===== config.mk =====
export PLATFORM = sky130hd
export DESIGN_NAME = branch_redirect_ctrl
export DESIGN_NICKNAME = d
export VERILOG_FILES = /design/src/rtl/branch_redirect_ctrl.sv
export SDC_FILE = /design/constraint.sdc
export NUM_CORES = 1
export LEC_CHECK = 0
export ABC_AREA = 1
export BUFFER_PORTS_ARGS = -buffer_cell sky130_fd_sc_hd__buf_2
export CAP_MARGIN = 20
export CORE_MARGIN = 2
export CORE_UTILIZATION = 39
export DETAILED_ROUTE_END_ITERATION = 16
export PLACE_DENSITY = 0.85
export SETUP_SLACK_MARGIN = 0.3
export SYNTH_ARGS = -nofsm -noshare
export SYNTH_HDL_FRONTEND = slang
export SYNTH_SLANG_ARGS = --single-unit

===== constraint.sdc =====
create_clock -name clk -period 1.15 [get_ports clk]
set_input_delay 0.115 -clock clk [delete_from_list [all_inputs] [get_ports clk]]
set_output_delay 0.115 -clock clk [all_outputs]
set_load 0.02 [all_outputs]

===== src/rtl/branch_redirect_ctrl.sv =====
// branch_redirect_ctrl
//   Control-flow redirect sequencer for the pipelined femtoRV32 core.
//   It takes the resolved branch/jump decision in EX and produces a one-shot
//   PC load plus flushes of IF/ID, ID/EX and the EX stage. Global stalls are
//   honoured, so each redirect is applied exactly once.
//
//   Optional feature: define BRANCH_STATS_EN to add the br_count and
//   br_taken_count statistics outputs (CNT_W bits, wrapping).
//
// Ports
//   clk, rst          core clock, synchronous active-high reset
//   ex_valid          EX holds a valid, non-squashed instruction
//   ex_branch         EX instruction is a conditional branch
//   ex_taken          branch decision from BranchControlUnit
//   ex_jump           EX instruction is JAL/JALR
//   ex_target         branch/jump target
//   stall             global pipeline stall
//   pc_load           load PC with pc_target
//   pc_target         redirect address (meaningful while pc_load=1)
//   flush_ifid        clear IF/ID
//   flush_idex        clear ID/EX
//   squash_ex         suppress EX-stage side effects
//   busy              redirect pending or in progress
//   misalign_err      one-cycle pulse for a misaligned redirect target
//   br_count          (BRANCH_STATS_EN) branches resolved in RUN
//   br_taken_count    (BRANCH_STATS_EN) taken branches resolved in RUN
module branch_redirect_ctrl #(
  parameter int XLEN = 32
`ifdef BRANCH_STATS_EN
  , parameter int CNT_W = 32
`endif
) (
  input  logic            clk,
  input  logic            rst,
  input  logic            ex_valid,
  input  logic            ex_branch,
  input  logic            ex_taken,
  input  logic            ex_jump,
  input  logic [XLEN-1:0] ex_target,
  input  logic            stall,
  output logic            pc_load,
  output logic [XLEN-1:0] pc_target,
  output logic            flush_ifid,
  output logic            flush_idex,
  output logic            squash_ex,
  output logic            busy,
  output logic            misalign_err
`ifdef BRANCH_STATS_EN
  ,
  output logic [CNT_W-1:0] br_count,
  output logic [CNT_W-1:0] br_taken_count
`endif
);

  typedef enum logic [1:0] {
    RUN      = 2'd0,
    PENDING  = 2'd1,
    REDIRECT = 2'd2
  } state_t;

  state_t          state, state_nx;
  logic [XLEN-1:0] target_q;
  logic            misalign_q;
  logic            redirect_req;
  logic            aligned;
  logic            accept;
  logic            misalign_nx;

  // Requests outside RUN come from wrong-path instructions and are dropped.
  assign redirect_req = ex_valid & ((ex_branch & ex_taken) | ex_jump);
  assign aligned      = (ex_target[1:0] == 2'b00);
  assign accept       = (state == RUN) & redirect_req & aligned;
  assign misalign_nx  = (state == RUN) & redirect_req & ~aligned;

  always_ff @(posedge clk) begin
    if (rst) begin
      state      <= RUN;
      target_q   <= '0;
      misalign_q <= 1'b0;
    end else begin
      state      <= state_nx;
      misalign_q <= misalign_nx;
      if (accept) target_q <= ex_target;
    end
  end

  always_comb begin
    state_nx   = state;
    pc_load    = 1'b0;
    flush_ifid = 1'b0;
    flush_idex = 1'b0;
    squash_ex  = 1'b0;
    busy       = 1'b0;
    case (state)
      RUN: begin
        if (accept) state_nx = stall ? PENDING : REDIRECT;
      end
      PENDING: begin
        busy = 1'b1;
        if (!stall) state_nx = REDIRECT;
      end
      REDIRECT: begin
        // Held through stalls: PC and pipe registers are frozen, so the
        // load/flush only takes effect on the first unstalled edge.
        pc_load    = 1'b1;
        flush_ifid = 1'b1;
        flush_idex = 1'b1;
        squash_ex  = 1'b1;
        busy       = 1'b1;
        if (!stall) state_nx = RUN;
      end
      default: state_nx = RUN;
    endcase
  end

  assign pc_target    = target_q;
  assign misalign_err = misalign_q;

`ifdef BRANCH_STATS_EN
  logic count_en;
  assign count_en = (state == RUN) & ex_valid & ex_branch & ~stall;

  always_ff @(posedge clk) begin
    if (rst) begin
      br_count       <= '0;
      br_taken_count <= '0;
    end else if (count_en) begin
      br_count <= br_count + 1'b1;
      if (ex_taken) br_taken_count <= br_taken_count + 1'b1;
    end
  end
`endif

endmodule


==> impl_metrics.env <==
export IMPL_routed_top_layer="met4"
export IMPL_hold_violations=0
export IMPL_p_sw_w=0.00115
export IMPL_ir_drop_v=0.00158
export IMPL_wl_met3_um=225
export IMPL_vias=1416
export IMPL_start_util_pct=41.4
export IMPL_routed_wl_um=3620
export IMPL_rows=21
export IMPL_sequentialPowerShare_pct=39.8
export IMPL_pwr_share_comb_pct=41.6
export IMPL_first_pass_iters=4
export IMPL_area_growth_pct=71.7
export IMPL_placed_area_um2=1890
export IMPL_syn_area_per_cell_um2=8.36
export IMPL_drv_slew=0
export IMPL_grt_usage_pct=17.0
export IMPL_critPathLaunchType="flop"
export IMPL_h_tree_depth=2
export IMPL_cts_sinks=35
export IMPL_io_buffers=76
export IMPL_cts_buffers=5
export IMPL_syn_area_um2=1410
export IMPL_routabilityCongestion=0.696
export IMPL_grt_first_pass_wirelength_um=5450
export IMPL_layout_common_cells="buf_6, buf_2, dfxtp_2, inv_1, a21oi_1"
export IMPL_worst_slack_ps=-215
export IMPL_cts_tree="built"
export IMPL_dieHeight_um=64.2
export IMPL_core_area_um2=3420
export IMPL_cts_root_buf="clkbuf_4"
export IMPL_layout_commonest_cell="buf_6"
export IMPL_fin_nets=306
export IMPL_p_int_w=0.00240
export IMPL_met1_length_um=1410
export IMPL_met2_length_um=1910
export IMPL_worstMarginPinSlew_ps=230
export IMPL_fin_crit_ps=1360
export IMPL_crit_arrival_ps=1590
export IMPL_violations="negative setup slack"
export IMPL_wl_per_cell_um=11.7
export IMPL_yosysWarnings=0
export IMPL_ys_seq_elements=35
export IMPL_syn_inst=169
export IMPL_cap_viol_max_count=0
export IMPL_drcViolationCount=0
export IMPL_end_kind="flop"
export IMPL_overflow=0
export IMPL_fin_setup_tns_ps=-6260
export IMPL_rsz0062_at_grt="yes"
export IMPL_clk_pin_slew_ps=100
export IMPL_switching_share_pct=32.4
export IMPL_finalSetupViolCount=39
export IMPL_p_leak_nw=1.09
export IMPL_synth_seq_area_share_pct=49.6
export IMPL_grt_pass1_vias=1250
export IMPL_yosysUniqueCellTypes=17
export IMPL_status="finished with violations"
export IMPL_crit_type="flop to flop"
export IMPL_insertion_delay_ps=320
export IMPL_max_clock_freq_mhz=733
export IMPL_syn_nets=211
export IMPL_antenna_found_initial=0
export IMPL_dr_first_iter_drc_count=122
export IMPL_min_period_over_period_pct=119
export IMPL_crit_path_max_fanout=19
export IMPL_relSlewSlack_pct=84.5
export IMPL_die_x_um=64.2
export IMPL_route_antenna_remaining_nets=0
export IMPL_die_area_um2=4120
export IMPL_vias_per_cell=4.57
export IMPL_dpl_hpwl_um=2160
export IMPL_power_density_nw_per_um2=1470
export IMPL_grt_start_max_net_pins=38
export IMPL_hold_class="input pin to flop"
export IMPL_drive_gt1_share_pct=64.4
export IMPL_p_clk_share_pct=18.6
export IMPL_n_antenna_cell=0
export IMPL_clk_path_buf_depth=2
export IMPL_clock_skew_ps=4.13
export IMPL_cp_data_required_time_ps=1370
export IMPL_finalInstanceArea_um2=2420
export IMPL_ioPinCount=77
==> power groups by stage <==
stage | Combinational [W] | Sequential, W | Clock [W]
finish | 0.00148 | 0.00142 | 0.000661
global route | 0.00159 | 0.00143 | 0.000758
CTS | 0.00141 | 0.00142 | 0.000684
detailed placement | 0.00107 | 0.00141 | 0
global placement | 0.00106 | 0.00140 | 0
floorplan | 0.000659 | 0.00151 | 0
==> stage by stage <==
| step | cells | total power [W] | setup slack [ps] | utilization [%] | hold WS (ps) |
|---|---|---|---|---|---|
| final | 310 | 0.00355 | -215 | 71.0 | 38.7 |
| after global routing | 310 | 0.00378 | -314 | 71.0 | 16.6 |
| after CTS | 299 | 0.00351 | -193 | 67.1 | 22.0 |
| after detailed placement | 288 | 0.00248 | -97.1 | 55.2 | 318 |
| after global placement | 288 | 0.00246 | -54.4 | 55.2 | 312 |
| after floorplan | 169 | 0.00217 | -42.3 | - | 192 |
==> flip-flops by register name (all words and copies together), names as in the netlist <==
signal        count
pc_target        32
state             2
misalign_err      1
==> path summary, 6_finish.rpt <==
kind | slack, ps | endpoint | start | cells after the start
setup / recovery | -210 | pc_target[30]$_SDFFE_PP0P_ | state[0]$_SDFFE_PP0P_ | 9
hold reg to reg | 450 | pc_target[31]$_SDFFE_PP0P_ | pc_target[31]$_SDFFE_PP0P_ | 2
setup reg to reg | -210 | pc_target[30]$_SDFFE_PP0P_ | state[0]$_SDFFE_PP0P_ | 9
hold / removal | 40 | pc_target[3]$_SDFFE_PP0P_ | ex_target[3] | 3
==> kinds of logic after synthesis <==
family / after synthesis / synth area share (%)
compound gates: 64 / 24.0
buf+inv: 50 / 17.3
flops: 35 / 49.6
simple gates: 17 / 6.47
fa+ha+maj: 3 / 2.66
==> area by class of cell <==
| cell class | count | area, um2 |
|---|---|---|
| sequential | 35 | 744 |
| clock inverter | 1 | 5.00 |
| clock buffer | 6 | 51.3 |
| fill | 266 | 991 |
| tap | 46 | 57.6 |
| inverter | 38 | 143 |
| multi-input combinational | 84 | 557 |
| timing repair buffer | 100 | 867 |
==> cell usage after synthesis <==
cell type  count  area (um2)
inv_1         36         135
dfxtp_1       35         701
a21oi_1       33         165
o21ai_1       23         115
nand2_1        8        30.0
buf_6          6        67.6
o21ai_2        5        43.8
nand3_1        4        20.0
buf_4          3        22.5
clkbuf_1       3        11.3
ha_1           3        37.5
o21ai_0        3        15.0
inv_2          2        7.51
nor2_1         2        7.51
nand3_4        1        17.5
nor2_4         1        11.3
nor3_1         1        5.00
==> worst max-delay path: stages, from the launching register on <==
cell	delay, ps
dfxtp_2	340
inv_2	60
buf_6	90
ha_4	120
nand2_2	50
inv_2	60
nand3_4	140
buf_12	190
o21ai_1	160
a21oi_1	60
==> timing repair <==
action,in CTS,in global routing
gates resized for setup,117,10
gates cloned,0,1
endpoints found under the setup margin,73,73
hold endpoints to repair,1,0
hold buffers,1,0
pin swaps,2,1
setup buffers,3,10
==> metal layers <==
metal | track usage (%) | up-vias
li1 | - | 723
met1 | 17.3 | 632
met2 | 32.2 | 54
met3 | 5.28 | 7
met4 | 5.85 | 0
met5 | 0 | -
(Power assumes the default switching activity.)
